### src/rtl/crossbar_2m2s_arb.sv
// ---------------------------------------------------------------------------
// crossbar_2m2s_arb
//
// Two-master / two-slave request-acknowledge crossbar. Each master's
// transaction is steered by address MSB (0 -> slave 1, 1 -> slave 2). Every
// slave has its own arbiter (IDLE / BUSY owned by M1 or M2) with a
// round-robin pointer that decides ties between simultaneous requesters.
// Grant and routing are combinational, so an idle slave sees a request in
// the same cycle the master raises it.
//
// Ports:
//   clk, rst_n                         clock, asynchronous active-low reset
//   master_{1,2}_req/cmd/addr/wdata    master request side (inputs)
//   master_{1,2}_ack/rdata             response routed back from the slave
//   slave_{1,2}_req/cmd/addr/wdata     forwarded request (zero when ungranted)
//   slave_{1,2}_ack/rdata              slave response (inputs)
// ---------------------------------------------------------------------------
module crossbar_2m2s_arb #(
  parameter int ADDR_W = 32,
  parameter int DATA_W = 32
) (
  input  logic              clk,
  input  logic              rst_n,
  input  logic              master_1_req,
  input  logic              master_1_cmd,
  input  logic [ADDR_W-1:0] master_1_addr,
  input  logic [DATA_W-1:0] master_1_wdata,
  output logic              master_1_ack,
  output logic [DATA_W-1:0] master_1_rdata,
  input  logic              master_2_req,
  input  logic              master_2_cmd,
  input  logic [ADDR_W-1:0] master_2_addr,
  input  logic [DATA_W-1:0] master_2_wdata,
  output logic              master_2_ack,
  output logic [DATA_W-1:0] master_2_rdata,
  output logic              slave_1_req,
  output logic              slave_1_cmd,
  output logic [ADDR_W-1:0] slave_1_addr,
  output logic [DATA_W-1:0] slave_1_wdata,
  input  logic              slave_1_ack,
  input  logic [DATA_W-1:0] slave_1_rdata,
  output logic              slave_2_req,
  output logic              slave_2_cmd,
  output logic [ADDR_W-1:0] slave_2_addr,
  output logic [DATA_W-1:0] slave_2_wdata,
  input  logic              slave_2_ack,
  input  logic [DATA_W-1:0] slave_2_rdata
);

  typedef enum logic [1:0] {
    ARB_IDLE    = 2'd0,
    ARB_BUSY_M1 = 2'd1,
    ARB_BUSY_M2 = 2'd2
  } arb_state_t;

  arb_state_t s1_state_q, s1_state_d;
  arb_state_t s2_state_q, s2_state_d;
  // Round-robin pointer: 0 favours M1, 1 favours M2.
  logic       s1_ptr_q, s1_ptr_d;
  logic       s2_ptr_q, s2_ptr_d;

  logic       m1_sel, m2_sel;      // 1 = targets slave 2
  logic [1:0] s1_cand, s2_cand;    // bit0 = M1, bit1 = M2
  logic [1:0] s1_gnt, s2_gnt;      // one-hot or zero
  logic [2:0] s1_nxt, s2_nxt;

  // A locked arbiter keeps its owner; an idle one picks among candidates,
  // breaking a tie with the pointer.
  function automatic logic [1:0] arb_grant(arb_state_t st, logic [1:0] cand,
                                           logic ptr);
    logic [1:0] g;
    case (st)
      ARB_BUSY_M1: g = 2'b01;
      ARB_BUSY_M2: g = 2'b10;
      default: begin
        if (cand == 2'b11) g = ptr ? 2'b10 : 2'b01;
        else               g = cand;
      end
    endcase
    return g;
  endfunction

  // Returns {ptr_next, state_next}. Completion frees the slave and hands
  // priority to the other master; a pending request locks the owner; no
  // forwarded request (idle or owner abort) leaves the pointer untouched.
  function automatic logic [2:0] arb_next(logic [1:0] gnt, logic sreq,
                                          logic sack, logic ptr);
    logic [2:0] nxt;
    nxt = {ptr, ARB_IDLE};
    if (sreq && sack) nxt = {gnt[0], ARB_IDLE};
    else if (sreq)    nxt = {ptr, (gnt[0] ? ARB_BUSY_M1 : ARB_BUSY_M2)};
    return nxt;
  endfunction

  assign m1_sel = master_1_addr[ADDR_W-1];
  assign m2_sel = master_2_addr[ADDR_W-1];

  // A master locked on one slave is never offered to the other, so it holds
  // at most one grant even if its address moves mid-transaction.
  assign s1_cand = {master_2_req & ~m2_sel & (s2_state_q != ARB_BUSY_M2),
                    master_1_req & ~m1_sel & (s2_state_q != ARB_BUSY_M1)};
  assign s2_cand = {master_2_req &  m2_sel & (s1_state_q != ARB_BUSY_M2),
                    master_1_req &  m1_sel & (s1_state_q != ARB_BUSY_M1)};

  // Gating with rst_n forces every output to zero while reset is held.
  assign s1_gnt = rst_n ? arb_grant(s1_state_q, s1_cand, s1_ptr_q) : 2'b00;
  assign s2_gnt = rst_n ? arb_grant(s2_state_q, s2_cand, s2_ptr_q) : 2'b00;

  // Forward path: grants are one-hot, so AND-OR muxing yields zero when idle.
  assign slave_1_req   = (s1_gnt[0] & master_1_req) | (s1_gnt[1] & master_2_req);
  assign slave_1_cmd   = (s1_gnt[0] & master_1_cmd) | (s1_gnt[1] & master_2_cmd);
  assign slave_1_addr  = ({ADDR_W{s1_gnt[0]}} & master_1_addr)
                       | ({ADDR_W{s1_gnt[1]}} & master_2_addr);
  assign slave_1_wdata = ({DATA_W{s1_gnt[0]}} & master_1_wdata)
                       | ({DATA_W{s1_gnt[1]}} & master_2_wdata);

  assign slave_2_req   = (s2_gnt[0] & master_1_req) | (s2_gnt[1] & master_2_req);
  assign slave_2_cmd   = (s2_gnt[0] & master_1_cmd) | (s2_gnt[1] & master_2_cmd);
  assign slave_2_addr  = ({ADDR_W{s2_gnt[0]}} & master_1_addr)
                       | ({ADDR_W{s2_gnt[1]}} & master_2_addr);
  assign slave_2_wdata = ({DATA_W{s2_gnt[0]}} & master_1_wdata)
                       | ({DATA_W{s2_gnt[1]}} & master_2_wdata);

  // Return path: an ack from a slave not granted to this master is dropped.
  assign master_1_ack   = (s1_gnt[0] & slave_1_ack) | (s2_gnt[0] & slave_2_ack);
  assign master_1_rdata = ({DATA_W{s1_gnt[0]}} & slave_1_rdata)
                        | ({DATA_W{s2_gnt[0]}} & slave_2_rdata);
  assign master_2_ack   = (s1_gnt[1] & slave_1_ack) | (s2_gnt[1] & slave_2_ack);
  assign master_2_rdata = ({DATA_W{s1_gnt[1]}} & slave_1_rdata)
                        | ({DATA_W{s2_gnt[1]}} & slave_2_rdata);

  always_comb begin
    s1_nxt     = arb_next(s1_gnt, slave_1_req, slave_1_ack, s1_ptr_q);
    s2_nxt     = arb_next(s2_gnt, slave_2_req, slave_2_ack, s2_ptr_q);
    s1_ptr_d   = s1_nxt[2];
    s1_state_d = arb_state_t'(s1_nxt[1:0]);
    s2_ptr_d   = s2_nxt[2];
    s2_state_d = arb_state_t'(s2_nxt[1:0]);
  end

  always_ff @(posedge clk or negedge rst_n) begin
    if (!rst_n) begin
      s1_state_q <= ARB_IDLE;
      s2_state_q <= ARB_IDLE;
      s1_ptr_q   <= 1'b0;
      s2_ptr_q   <= 1'b0;
    end else begin
      s1_state_q <= s1_state_d;
      s2_state_q <= s2_state_d;
      s1_ptr_q   <= s1_ptr_d;
      s2_ptr_q   <= s2_ptr_d;
    end
  end

endmodule

### config.mk
export PLATFORM = sky130hd
export DESIGN_NAME = crossbar_2m2s_arb
export DESIGN_NICKNAME = d
export VERILOG_FILES = /design/src/rtl/crossbar_2m2s_arb.sv
export SDC_FILE = /design/constraint.sdc
export NUM_CORES = 1
export LEC_CHECK = 0
export BUFFER_PORTS_ARGS = -buffer_cell sky130_fd_sc_hd__buf_2
export CAP_MARGIN = 20
export CORE_AREA = 2 2 157 159
export CTS_CLUSTER_SIZE = 24
export DETAILED_ROUTE_END_ITERATION = 10
export DIE_AREA = 0 0 159 161
export PLACE_DENSITY = 0.43
export SYNTH_ARGS = -nofsm -noshare
export SYNTH_HDL_FRONTEND = slang
export SYNTH_SLANG_ARGS = --single-unit
export TNS_END_PERCENT = 10
### constraint.sdc
create_clock -name clk -period 2.47 [get_ports clk]
set_input_delay 0 -clock clk [delete_from_list [all_inputs] [get_ports clk]]
set_output_delay 0 -clock clk [all_outputs]
set_load 0.005 [all_outputs]
==> load_flow_metrics.sql <==
INSERT INTO impl_metrics (metric_group, metric, value, unit) VALUES
('synth', 'synth_simple_gate_area_share', '0.05979', ''),
('floorplanning', 'die_w', '159', 'um'),
('synth', 'combinational_family_with_the_most_area_after_synthesis', 'compound AO/OA/AOI/OAI gates', ''),
('sta', 'unrepaired_setup_endpoints_after_global_routing', 'no', ''),
('sta', 'setup_total_negative_slack', '0', 'ns'),
('setup_path', 'cp_top_family', 'simple AND/OR/NAND/NOR gates', ''),
('setup_path', 'path_class', 'reg2out', ''),
('sta', 'setup-violations-final', '0', ''),
('setup_path', 'critical_path.max_stage_delay', '0.50', 'ns'),
('clock_network', 'tritoncts', 'done', ''),
('clock_network', 'cts_setup_buffers', '0', ''),
('synth', 'most_frequently_used_flop_master_after_synthesis', 'dfrtp_1', ''),
('layout', 'n_fill_cell', '2721', ''),
('layout', 'finish.cell_count_without_fillers', '989', ''),
('status', 'outcome', 'complete, no violations', ''),
('setup_path', 'setup.worst_path.end_class', 'output pin', ''),
('placed_design', 'detailedPlacementHpwl', '15.85', 'mm'),
('synth', 'yosysMostFrequentCell', 'a32o_1', ''),
('synth', 'synthMuxAreaShare', '0', ''),
('synth', 'async_reset_ff_frac', '1.000', ''),
('setup_path', 'path_cells', 'ha_1 > or4b_1 > a41o_2 > and2_1 > buf_6 > a22o_1 > buf_2', ''),
('grt', 'grt_max_degree', '117', ''),
('synth', 'yosysTopAreaCellShare', '0.4821', ''),
('clock_network', 'htree_levels', '1', ''),
('setup_path', 'ff2ff_path_depth', '7', ''),
('route', 'finalWirelength', '19.45', 'mm'),
('placed_design', 'gp_congestion', '0.7500', ''),
('clock_network', 'cts.reportedPaths.clkPinSlew', '0.03', 'ns'),
('route', 'route.detailed.drc', '0', ''),
('synth', 'mappedNetlistNets', '517', ''),
('setup_path', 'worstPathMaxFanout', '34', ''),
('setup_path', 'crit_path_top_delay_cell', 'or4b_1', ''),
('clock_network', 'insertion_delay', '0.23', 'ns'),
('synth', 'netlist-cell-type-count', '34', ''),
('grt', 'grt_pass1_vias', '4567', ''),
('clock_network', 'clockRootBuffer', 'clkbuf_16', ''),
('pwr', 'leakagePower', '0.002701', 'uW'),
('route', 'drtPass1Iterations', '4', ''),
('layout', 'area_growth_syn_to_layout', '90.82', '%'),
('route', 'num_vias', '4754', ''),
('synth', 'seq_area_frac_synth', '0.05650', ''),
('layout', 'drive_above_1_share', '0.6295', ''),
('synth', 'synth.ff_latch_count', '6', ''),
('clock_network', 'cts_buffer_depth', '2', ''),
('placed_design', 'numPlacedInstances', '984', ''),
('route', 'antenna_left', '0', ''),
('synth', 'post_synthesis_compound_gate_area_fraction', '0.7509', ''),
('floorplanning', 'design.die.area', '0.02560', 'mm^2'),
('synth', 'post_synth_xor_area_fraction', '0', ''),
('setup_path', 'arrival', '2.35', 'ns'),
('sta', 'slew_headroom', '0.6261', ''),
('run', 'cap_viol_max_count', '0', ''),
('synth', 'synth-edff-count', '0', ''),
('grt', 'grt_first_pass_wirelength', '27.71', 'mm'),
('sta', 'setup_ws', '0.1178', 'ns'),
('pwr', 'pwr_density_cell', '228.5', 'mW/mm^2'),
('clock_network', 'cts_buffers', '3', ''),
('route', 'detail_route.vias_per_cell', '4.807', ''),
('setup_path', 'timing.critical_path.buf_inv', '2', ''),
('clock_network', 'clkSinkCount', '6', ''),
('setup_path', 'worst_ep_required_time', '2.47', 'ns'),
('synth', 'synth_adder_area_share', '0.01883', ''),
('route', 'drt_iter0_drc', '312', ''),
('sta', 'slew_viol_final', '0', ''),
('setup_path', 'worstSetupPathDepth', '7', ''),
('floorplanning', 'floorplan.rows', '57', ''),
('synth', 'ys_top_cells_by_count', '128 x a32o_1, 68 x a22o_1, 36 x clkbuf_1, 17 x buf_2', ''),
('sta', 'post-route-period-util', '0.9523', ''),
('floorplanning', 'start_util', '0.1109', ''),
('synth', 'synth_warnings', '0', ''),
('placed_design', 'placement.io_buffers', '397', '');
[timing repair]
action | in CTS | in global routing
hold endpoints to repair | 1 | 0
hold buffers | 1 | 0
setup endpoints to repair | 0 | 39
gates resized for setup | 0 | 3
[worst register-to-register path, stage by stage (launching register included)]
cell	delay (ns)
dfrtp_1	0.34
inv_1	0.05
ha_1	0.35
nand4b_1	0.16
o21ai_4	0.16
buf_6	0.43
nand3_1	0.18
nor3_1	0.21
[final cells by class]
cell class | count | area (um^2) | share of cell area
antenna | 1 | 2.502 | 0.0004935
clock buffer | 3 | 75.07 | 0.01480
inverter | 6 | 22.52 | 0.004441
multi-input combinational | 241 | 2246 | 0.4429
sequential | 6 | 150.1 | 0.02961
tap | 324 | 405.4 | 0.07994
timing repair buffer | 408 | 2170 | 0.4278
[report_power, final]
part | switching (uW) | internal (uW) | total (uW) | leakage [uW]
combinational | 414 | 380 | 794 | 0.00258
sequential | 1.89 | 101 | 103 | 0.0000830
clock | 53.8 | 208 | 261 | 0.0000370
[final timing paths]
kind	start	to	slack, ns
worst max-delay path	s2_state_q[0]	slave_1_addr[31]	0.12
worst min-delay path	slave_1_ack	s1_state_q[1]	0.02
worst max register to register	s2_state_q[0]	s2_state_q[1]	0.49
worst min register to register	s1_ptr_q	s1_ptr_q	0.55
max in group asynchronous	rst_n	s2_state_q[0]	1.56
min in group asynchronous	rst_n	s2_ptr_q	0.21
[state kept, by name, indices dropped and copies added (netlist names)]
signal,flops
s2_state_q,2
s1_ptr_q,1
s2_ptr_q,1
s1_state_q,2
[cells by family (layout without fill, tap and decap cells)]
kind of cell             count (synthesis)  count (layout)
flip-flops                               6               6
AND/OR/NAND/NOR                         26              26
other                                    0               1
AO/OA/AOI/OAI                          211             211
adder cells (fa/ha/maj)                  4               4
buffers and inverters                   66             417
[stage by stage]
stage	total power (uW)	instance area (um^2)	hold WS [ns]
2_1_floorplan	430.5	2658	-0.2956
3_3_place_gp	904.9	4970	-0.08959
3_5_place_dp	899.3	4970	-0.08893
4_1_cts	1167	5055	0.03586
5_1_grt	1233	5071	0.05476
6_report	1159	5071	0.01955
[metal layers]
layer	routed length, um	vias up	global-route usage
met4	676	2	0.05000
li1	-	2148	-
met2	9813	307	0.2532
met5	12	-	0
met1	7421	2271	0.1557
met3	1523	26	0.02722
[layout by cell type, fill, tap and decap left out, types with 2 or more instances in the layout]
cell type  netlist  routed
inv_1            6       6
nand3_1          2       2
o22a_1           2       2
and2_1           2       2
a21oi_1          2       2
nand4b_1         2       2
a22o_1          68      68
a32o_1         128     128
nor3_1           2       2
buf_6            4       2
o21a_1           2       2
dfrtp_1          6       6
buf_12           0       7
ha_1             4       4
nor2_1           4       4
nand2b_1         2       2
nor3b_1          2       2
clkbuf_16        0       3
buf_4            1       2
buf_2           17     396
a21bo_2          2       2
nand2_1          4       4
No activity file was read; power rests on OpenSTA's default activity.
